### src/rtl/lcd_pkg.sv
// Shared types and constants for the HD44780 write sequencer.
package lcd_pkg;

  typedef enum logic [2:0] {
    PWRUP,
    INIT_ISSUE,
    IDLE,
    SETUP,
    E_HI,
    WAIT
  } lcd_state_t;

  localparam logic [7:0] LCD_CMD_FUNCSET = 8'h38;
  localparam logic [7:0] LCD_CMD_DISPON  = 8'h0C;
  localparam logic [7:0] LCD_CMD_ENTRY   = 8'h06;
  localparam logic [7:0] LCD_CMD_CLEAR   = 8'h01;
  localparam logic [7:0] LCD_CMD_HOME    = 8'h02;
  localparam logic [7:0] LCD_CMD_LINE1   = 8'h80;
  localparam logic [7:0] LCD_CMD_LINE2   = 8'hC0;

  localparam int unsigned INIT_LEN = 4;

  typedef struct packed {
    logic       rs;
    logic [7:0] data;
  } lcd_xfer_t;

  // Fixed power-on command list, issued in order.
  function automatic logic [7:0] init_cmd(input logic [1:0] idx);
    case (idx)
      2'd0:    return LCD_CMD_FUNCSET;
      2'd1:    return LCD_CMD_DISPON;
      2'd2:    return LCD_CMD_ENTRY;
      default: return LCD_CMD_CLEAR;
    endcase
  endfunction

  // Clear and home need the long post-E execution time.
  function automatic logic is_long_cmd(input lcd_xfer_t x);
    return !x.rs && (x.data == LCD_CMD_CLEAR || x.data == LCD_CMD_HOME);
  endfunction

endpackage

### src/rtl/lcd_write_sequencer_if.sv
// Two-requester valid/ready write port into the LCD sequencer.
interface lcd_write_sequencer_if;
  logic       req0_valid;
  logic       req0_rs;
  logic [7:0] req0_data;
  logic       req0_ready;
  logic       req1_valid;
  logic       req1_rs;
  logic [7:0] req1_data;
  logic       req1_ready;

  modport master (
    output req0_valid, req0_rs, req0_data, req1_valid, req1_rs, req1_data,
    input  req0_ready, req1_ready
  );

  modport slave (
    input  req0_valid, req0_rs, req0_data, req1_valid, req1_rs, req1_data,
    output req0_ready, req1_ready
  );
endinterface

### src/rtl/lcd_rr_arb.sv
// Two-way round-robin arbiter; the pointer moves to the winner on every grant.
module lcd_rr_arb (
  input  logic       clk,
  input  logic       rst,
  input  logic [1:0] valid,
  input  logic       enable,
  output logic [1:0] grant
);

  // last = 1 means requester 1 won most recently, so requester 0 is preferred.
  logic last;

  // Grant selection: sole requester wins, contention goes to the one not granted last.
  always_comb begin
    grant = '0;
    if (enable) begin
      case (valid)
        2'b01:   grant = 2'b01;
        2'b10:   grant = 2'b10;
        2'b11:   grant = last ? 2'b01 : 2'b10;
        default: grant = '0;
      endcase
    end
  end

  // Pointer update; a grant always implies an accept since grant requires valid.
  always_ff @(posedge clk) begin
    if (rst) begin
      last <= 1'b1;
    end else if (|grant) begin
      last <= grant[1];
    end
  end

endmodule

### src/rtl/lcd_write_sequencer.sv
// HD44780 write sequencer: power-up wait, fixed init list, then arbitrated
// character/command writes with registered E/RS/data bus timing.
module lcd_write_sequencer
  import lcd_pkg::*;
#(
  parameter int unsigned SETUP_CYC  = 4,
  parameter int unsigned E_HIGH_CYC = 12,
  parameter int unsigned EXEC_CYC   = 2500,
  parameter int unsigned CLR_CYC    = 82000,
  parameter int unsigned PWRUP_CYC  = 750000
) (
  input  logic                 clk,
  input  logic                 rst,
  lcd_write_sequencer_if.slave req,
  output logic                 lcd_e,
  output logic                 lcd_rs,
  output logic [7:0]           data_lcd,
  output logic                 lcd_rw,
  output logic                 lcd_on,
  output logic                 lcd_blon,
  output logic                 init_done,
  output logic                 busy
);

  localparam int unsigned MAX_A   = (SETUP_CYC > E_HIGH_CYC) ? SETUP_CYC : E_HIGH_CYC;
  localparam int unsigned MAX_B   = (EXEC_CYC > CLR_CYC) ? EXEC_CYC : CLR_CYC;
  localparam int unsigned MAX_C   = (MAX_A > MAX_B) ? MAX_A : MAX_B;
  localparam int unsigned MAX_CYC = (MAX_C > PWRUP_CYC) ? MAX_C : PWRUP_CYC;
  localparam int unsigned CNT_W   = $clog2(MAX_CYC) + 1;

  localparam logic [CNT_W-1:0] LD_SETUP = CNT_W'(SETUP_CYC - 1);
  localparam logic [CNT_W-1:0] LD_E_HI  = CNT_W'(E_HIGH_CYC - 1);
  localparam logic [CNT_W-1:0] LD_EXEC  = CNT_W'(EXEC_CYC - 1);
  localparam logic [CNT_W-1:0] LD_CLR   = CNT_W'(CLR_CYC - 1);
  localparam logic [CNT_W-1:0] LD_PWRUP = CNT_W'(PWRUP_CYC - 1);
  localparam logic [CNT_W-1:0] CNT_ONE  = CNT_W'(1);

  lcd_state_t       state, state_next;
  logic [CNT_W-1:0] cnt, cnt_next;
  lcd_xfer_t        cap, cap_next;
  logic [1:0]       init_idx, idx_next;
  logic             done_next;
  logic [1:0]       grant;
  logic             arb_en;

  assign arb_en         = (state == IDLE) && init_done;
  assign req.req0_ready = grant[0];
  assign req.req1_ready = grant[1];

  assign lcd_rs   = cap.rs;
  assign data_lcd = cap.data;
  assign lcd_rw   = 1'b0;

  lcd_rr_arb u_arb (
    .clk    (clk),
    .rst    (rst),
    .valid  ({req.req1_valid, req.req0_valid}),
    .enable (arb_en),
    .grant  (grant)
  );

  // Next-state, counter reload on every state entry, capture and init bookkeeping.
  always_comb begin
    state_next = state;
    cnt_next   = cnt;
    cap_next   = cap;
    idx_next   = init_idx;
    done_next  = init_done;
    case (state)
      PWRUP: begin
        if (cnt == '0) state_next = INIT_ISSUE;
        else           cnt_next   = cnt - CNT_ONE;
      end
      INIT_ISSUE: begin
        cap_next   = '{rs: 1'b0, data: init_cmd(init_idx)};
        state_next = SETUP;
        cnt_next   = LD_SETUP;
      end
      IDLE: begin
        if (grant[0]) begin
          cap_next   = '{rs: req.req0_rs, data: req.req0_data};
          state_next = SETUP;
          cnt_next   = LD_SETUP;
        end else if (grant[1]) begin
          cap_next   = '{rs: req.req1_rs, data: req.req1_data};
          state_next = SETUP;
          cnt_next   = LD_SETUP;
        end
      end
      SETUP: begin
        if (cnt == '0) begin
          state_next = E_HI;
          cnt_next   = LD_E_HI;
        end else begin
          cnt_next = cnt - CNT_ONE;
        end
      end
      E_HI: begin
        if (cnt == '0) begin
          state_next = WAIT;
          cnt_next   = is_long_cmd(cap) ? LD_CLR : LD_EXEC;
        end else begin
          cnt_next = cnt - CNT_ONE;
        end
      end
      WAIT: begin
        if (cnt == '0) begin
          if (init_done) begin
            state_next = IDLE;
          end else if (init_idx == 2'(INIT_LEN - 1)) begin
            done_next  = 1'b1;
            state_next = IDLE;
          end else begin
            idx_next   = init_idx + 2'd1;
            state_next = INIT_ISSUE;
          end
        end else begin
          cnt_next = cnt - CNT_ONE;
        end
      end
      default: state_next = PWRUP;
    endcase
  end

  // State and output registers; lcd_e/busy are decoded from the next state so they stay registered.
  always_ff @(posedge clk) begin
    if (rst) begin
      state     <= PWRUP;
      cnt       <= LD_PWRUP;
      cap       <= '0;
      init_idx  <= '0;
      init_done <= 1'b0;
      lcd_e     <= 1'b0;
      busy      <= 1'b1;
      lcd_on    <= 1'b0;
      lcd_blon  <= 1'b0;
    end else begin
      state     <= state_next;
      cnt       <= cnt_next;
      cap       <= cap_next;
      init_idx  <= idx_next;
      init_done <= done_next;
      lcd_e     <= (state_next == E_HI);
      busy      <= (state_next != IDLE);
      lcd_on    <= 1'b1;
      lcd_blon  <= 1'b1;
    end
  end

endmodule

### src/flat_wrapper.sv
// flat-port wrapper written by rule: the top's interface ports become plain ports
module lcd_write_sequencer_flat import lcd_pkg::*;
#(
  parameter int unsigned SETUP_CYC  = 4,
  parameter int unsigned E_HIGH_CYC = 12,
  parameter int unsigned EXEC_CYC   = 2500,
  parameter int unsigned CLR_CYC    = 82000,
  parameter int unsigned PWRUP_CYC  = 750000
)
  (clk, rst, lcd_e, lcd_rs, data_lcd, lcd_rw, lcd_on, lcd_blon, init_done, busy, req_req0_valid, req_req0_rs, req_req0_data, req_req1_valid, req_req1_rs, req_req1_data, req_req0_ready, req_req1_ready);
  lcd_write_sequencer_if req_i ();
  input  logic clk;
  input  logic rst;
  output logic lcd_e;
  output logic lcd_rs;
  output logic [7:0] data_lcd;
  output logic lcd_rw;
  output logic lcd_on;
  output logic lcd_blon;
  output logic init_done;
  output logic busy;
  input wire logic [$bits(req_i.req0_valid)-1:0] req_req0_valid;
  input wire logic [$bits(req_i.req0_rs)-1:0] req_req0_rs;
  input wire logic [$bits(req_i.req0_data)-1:0] req_req0_data;
  input wire logic [$bits(req_i.req1_valid)-1:0] req_req1_valid;
  input wire logic [$bits(req_i.req1_rs)-1:0] req_req1_rs;
  input wire logic [$bits(req_i.req1_data)-1:0] req_req1_data;
  output wire logic [$bits(req_i.req0_ready)-1:0] req_req0_ready;
  output wire logic [$bits(req_i.req1_ready)-1:0] req_req1_ready;
  assign req_i.req0_valid = req_req0_valid;
  assign req_i.req0_rs = req_req0_rs;
  assign req_i.req0_data = req_req0_data;
  assign req_i.req1_valid = req_req1_valid;
  assign req_i.req1_rs = req_req1_rs;
  assign req_i.req1_data = req_req1_data;
  assign req_req0_ready = req_i.req0_ready;
  assign req_req1_ready = req_i.req1_ready;
  lcd_write_sequencer #(.SETUP_CYC(SETUP_CYC), .E_HIGH_CYC(E_HIGH_CYC), .EXEC_CYC(EXEC_CYC), .CLR_CYC(CLR_CYC), .PWRUP_CYC(PWRUP_CYC)) u_core (.clk(clk), .rst(rst), .req(req_i), .lcd_e(lcd_e), .lcd_rs(lcd_rs), .data_lcd(data_lcd), .lcd_rw(lcd_rw), .lcd_on(lcd_on), .lcd_blon(lcd_blon), .init_done(init_done), .busy(busy));
endmodule
### config.mk
export PLATFORM = sky130hd
export DESIGN_NAME = lcd_write_sequencer_flat
export DESIGN_NICKNAME = d
export VERILOG_FILES = /design/src/rtl/lcd_pkg.sv /design/src/rtl/lcd_write_sequencer_if.sv /design/src/rtl/lcd_rr_arb.sv /design/src/rtl/lcd_write_sequencer.sv /design/src/flat_wrapper.sv
export SDC_FILE = /design/constraint.sdc
export NUM_CORES = 1
export LEC_CHECK = 0
export CORE_MARGIN = 3
export CORE_UTILIZATION = 48
export DETAILED_ROUTE_END_ITERATION = 8
export GPL_ROUTABILITY_DRIVEN = 0
export PLACE_DENSITY = 0.77
export SYNTH_ARGS = -nofsm -noshare
export SYNTH_HDL_FRONTEND = slang
export SYNTH_HIERARCHICAL = 1
export SYNTH_SLANG_ARGS = --single-unit
### constraint.sdc
create_clock -name clk -period 3.25 [get_ports clk]
set_clock_uncertainty 0.15 [all_clocks]
set_input_delay 0.8125 -clock clk [delete_from_list [all_inputs] [get_ports clk]]
set_output_delay 0.8125 -clock clk [all_outputs]
set_load 0.01 [all_outputs]
# == Word level (Yosys, flattened, before mapping) ==
# Index checks and enable logic that the tools add are counted.
# Widths: inputs -> output; s select.
# totals
output_inout_bits,17
ff_bits,40
inputBits,22
# op_classes
eq_ne,17
n_mux,26
n_addsub,2
n_reduce_logical,15
bitwise,2
# op_table
operator,n
$mux 21,5
$pmux 21 s5,1
$logic_not 21->1,1
$mux 3,7
$sub 21x1->21 const B,1
$mux 9,2
$pmux 3 s6,1
$pmux 6 s3,1
$pmux 9 s2,1
$mux 17,1
$eq 3x3->1 const B,3
$eq 2x2->1 const B,4
$eq 8x1->1 const B,1
$eq 8x2->1 const B,1
$eq 3x2->1 const B,2
$mux 2,3
$pmux 2 s3,1
$reduce_bool 5->1,1
$eq 2x1->1 const B,2
$reduce_and 2->1,2
$reduce_and 4->1,1
$reduce_or 2->1,2
$eq 3x1->1 const B,1
$logic_not 3->1,1
other kinds (12),16

# == Longest topological paths before layout ==
# depth
word_depth,7
mapped_depth,12
depth_no_buf,9

# == Hierarchy ==
# Netlist, hierarchy kept.
# by_module_without_submodules
module,n_inst,seq_area_each_um2,area_per_inst_um2,cells_each
lcd_write_sequencer,1,780.7,2327.2,290
lcd_rr_arb,1,20.0,58.8,8

# == Worst setup path after synthesis ==
# No wires, ideal clock.
# synth_timing
path_type,reg2reg
startpoint,reg u_core.state[1]
endpoint,reg u_core.cnt[14]
t_arrival_ns,3.187
slack_ns,-0.204
setup_ns,0.117
stages_incl_launch_ff,12
path_buffers,2
required_ns,2.983
cell_sequence,dfxtp_1 -> clkbuf_1 -> nor3b_1 -> clkbuf_1 -> and2_1 -> nand2_1 -> a21oi_1 -> nor3_1 -> o21ai_1 -> o211ai_1 -> or3_1 -> a32o_1
# synth_between
elab_chain_len,5
elab_cells_between_ends,15
classes_between,7 x eq/ne; 3 x mux; 5 x reduce/logical
# synth_rtl
element,line_no,text
from (decl),lcd_write_sequencer.sv:38,"lcd_state_t state, state_next;"
from (signal assigned),lcd_write_sequencer.sv:138,state <= state_next;
$eq 3x2->1 *,lcd_write_sequencer.sv:46,assign arb_en = (state == IDLE) && init_done;
$logic_and 1x1->1 *,lcd_write_sequencer.sv:46,
named net u_core.arb_en,lcd_write_sequencer.sv:44,logic arb_en;
$mux 2 *,lcd_rr_arb.sv:16,if (enable) begin
named net req_req0_ready,flat_wrapper.sv:28,output wire logic [$bits(req_i.req0_ready)-1:0] req_req0_ready;
$mux 21 / $ne 3x1->1 (equally long branches),--,
$pmux 21 s5 / $reduce_and 3->1 (equally long branches),--,
to (signal assigned),lcd_write_sequencer.sv:139,cnt <= cnt_next;
to (decl),lcd_write_sequencer.sv:39,"logic [CNT_W-1:0] cnt, cnt_next;"
# Mark *: on every way through the listed nets, which the timed path passes. The rest lies on a longest branch.
# A chain may end at the register's enable or synchronous reset.

# == Worst setup path in the final report ==
# layout_timing
startpoint,in req_req1_valid
endpoint,out req_req1_ready
# layout_between
elab_chain_len,3
elab_cells_between_ends,5
classes_between,3 x eq/ne; 2 x mux
# layout_rtl
element,line_no,text
from (decl),flat_wrapper.sv:25,input wire logic [$bits(req_i.req1_valid)-1:0] req_req1_valid;
$eq 2x2->1 / $eq 2x1->1 (equally long branches),lcd_rr_arb.sv:17,case (valid)
$pmux 2 s3 *,lcd_rr_arb.sv:17,
$mux 2 *,lcd_rr_arb.sv:16,
to (decl),flat_wrapper.sv:29,output wire logic [$bits(req_i.req1_ready)-1:0] req_req1_ready;
# Every way passes the cells marked *; elsewhere a longest branch is shown, timed or not.

==> metrics <==
Util after Layout=62.8%; Ys Warns=6; RSZ-0062 raised after global routing=no; Num CTS Buffers=5; crit path max fanout=4; Post-synth EDFFs=0; Hold Buf Count CTS=0; total grt overflow=0; count of pins over their slew limit=0; Die Y=76.5 um; commonest cells after routing, fill and taps aside=dfxtp_1 (40), clkdlybuf4s50_1 (37), nor2_1 (36); commonest non-fill, non-tap cell in the layout=dfxtp_1; Area Overhead vs Synth=25.1%; Period minus WS final=3090 ps; worst path required time=2290 ps; CTS root buf=clkbuf_8; Worst Tran Pin Value=755 ps; Initial Utilization=50.2%; outcome=completed; Worst-path clk slew=70 ps; H-tree levels=2; Setup-failing EPs final=0; critical path capture point type=primary output; io pins=39; Mapped Nets=326; clock buffer depth=2; pwr/cell area=320 nW/um^2; DR vias/cell=5.98; row cnt=25; max_cap viols=0; Setup CP Type=in2out; sequential-to-total area share from yosys stat=33.6%; internal reg-to-reg setup slack=470 ps; Core Box Area=4750 um^2; share of cells above drive strength 1=9.44%; Routed Antenna Nets=0; number of global-route vias before repair=2,277; Residual DRC=0; startpoint types=input pin; leak pwr=1.05 nW; die width=76.5 um; FMAX=324 MHz; # diodes=0; drt first pass iters=4; final hold viol count=0; Final WS setup=161 ps; final wirelength=6.46 mm; post-CTS setup buffers=0; Total GRT Usage=22.1%; initial antenna violation count=0; Yosys cell types=52; layout net count=366; Design Power=0.955 mW; Vias=2,428; largest net degree at the start of global routing=19; Post-DP HPWL=4.90 mm; synthesis-stage register bit count=40; clk_lat worst skew=290 ps; critical path data arrival time=2130 ps; Synth Flop Type=dfxtp_1; worst min-delay path class=reg2reg; Sinks on Clock Net=40; Syn Inst Count=298; DR WL/cell=15.9 um; Setup TNS Final=0 ps; starting DRC count in detailed routing=187; dpl ws=87.0 ps; first-pass GRT wire length=10.6 mm; Synth async-reset ratio=0%; mean area per synthesized cell=8.01 um^2; Post-Syn Area=2390 um^2; VDD IR max=203 uV; Max-slew headroom=49.3%; DIE AREA=5850 um^2; port bufs=37; CTS tree=built; post-route clock period utilization=95.0%
==> final timing paths <==
check,from,cells past startpoint,to
worst max register to register,u_core/cnt[0]$_SDFFE_PP1P_,8,u_core/cnt[14]$_SDFFE_PP1P_
worst min register to register,u_core/cnt[9]$_SDFFE_PP0P_,2,u_core/cnt[9]$_SDFFE_PP0P_
worst max-delay path,req_req1_valid,4,req_req1_ready
worst min-delay path,u_core/cnt[9]$_SDFFE_PP0P_,2,u_core/cnt[9]$_SDFFE_PP0P_
==> cells by family (layout without fill, tap and decap cells) <==
| group | count (synthesis) | count (layout) | synth area share (%) |
|---|---|---|---|
| AND/OR/NAND/NOR | 121 | 121 | 26.8 |
| AO/OA/AOI/OAI | 86 | 86 | 25.2 |
| flip-flops | 40 | 40 | 33.6 |
| buffers and inverters | 28 | 69 | 4.77 |
| XOR/XNOR | 9 | 9 | 3.30 |
| multiplexers | 7 | 7 | 3.04 |
| adder cells (fa/ha/maj) | 6 | 6 | 3.15 |
| other | 1 | 1 | 0.157 |
==> layer usage <==
| metal | vias up | GRT usage, % | part of all wire (%) |
|---|---|---|---|
| met5 | - | 0 | 0 |
| met4 | 0 | 8.33 | 1.5 |
| met3 | 11 | 3.90 | 4.4 |
| met2 | 68 | 38.8 | 51 |
| met1 | 1144 | 26.8 | 43 |
| li1 | 1205 | - | - |
==> power breakdown <==
group	total, mW	internal (mW)	switching [mW]
clock	0.400	0.228	0.172
combinational	0.0587	0.0354	0.0233
sequential	0.497	0.494	0.00338
total	0.955	0.757	0.199
==> through the flow <==
step / cells / area [um^2] / hold WS [ps]
after floorplan: 298 / 2400 / 296
after global placement: 398 / 2870 / 318
after detailed placement: 398 / 2870 / 315
after CTS: 406 / 2980 / 334
after global routing: 406 / 2990 / 359
final: 406 / 2990 / 335
==> critical path, cell delays in order <==
cell,delay (ps)
clkdlybuf4s50_1,470
nand2_1,70
a21oi_2,190
clkdlybuf4s50_1,570
==> layout make-up <==
type                    instances  area (um^2)
multi-input cells             230         1480
repair buffers                 50          468
well taps                      67         83.8
flip-flops and latches         40          801
clock buffers                   6         72.6
clock inverters                 2         35.0
fillers                       424         1770
inverters                      11         41.3
==> sequential cells by signal, summed over array words and instances, names as in the netlist <==
register	count
u_core/lcd_e	1
u_core/lcd_blon	1
u_core/init_done	1
u_core/cnt	21
u_core/lcd_rs	1
u_core/init_idx	2
u_core/busy	1
u_core/data_lcd	8
u_core/state	3
u_core/u_arb/last	1
==> what timing repair did <==
| action | CTS | global route |
|---|---|---|
| hold endpoints to repair | 0 | 0 |
| gates resized for setup | 0 | 1 |
| endpoints found under the setup margin | 0 | 1 |
==> synth_stat cells (2+ instances only) <==
master    count  area share [%]
or4_1        10             3.1
nor3_1       12             2.5
a211o_1       5             1.8
xnor2_1       4             1.5
a21oi_1      22             4.6
nand4_1       5             1.3
nand2b_1      3            0.79
a211oi_1      7             2.2
mux2i_1       5             2.1
o21ai_0       4            0.84
nor4_2        2             1.0
xor2_1        5             1.8
o211ai_1      6             1.9
mux2_2        2            0.94
a31o_2        2            0.73
o31ai_1       7             2.2
nand3_1       4            0.84
nand2_1      19             3.0
a32o_1        3             1.3
clkbuf_1     14             2.2
a31oi_1       7             1.8
nor4_1        5             1.3
nor3b_1       3            0.94
ha_1          6             3.1
o311a_1       2            0.84
o31a_1        2            0.73
a22oi_1       3            0.94
buf_4         2            0.63
dfxtp_1      40              34
nor2_1       36             5.7
inv_1        11             1.7
o21ai_1       4            0.84
or3_1        12             3.1
nor2b_1       3            0.79
a22o_1        4             1.5
(Power assumes the default switching activity.)
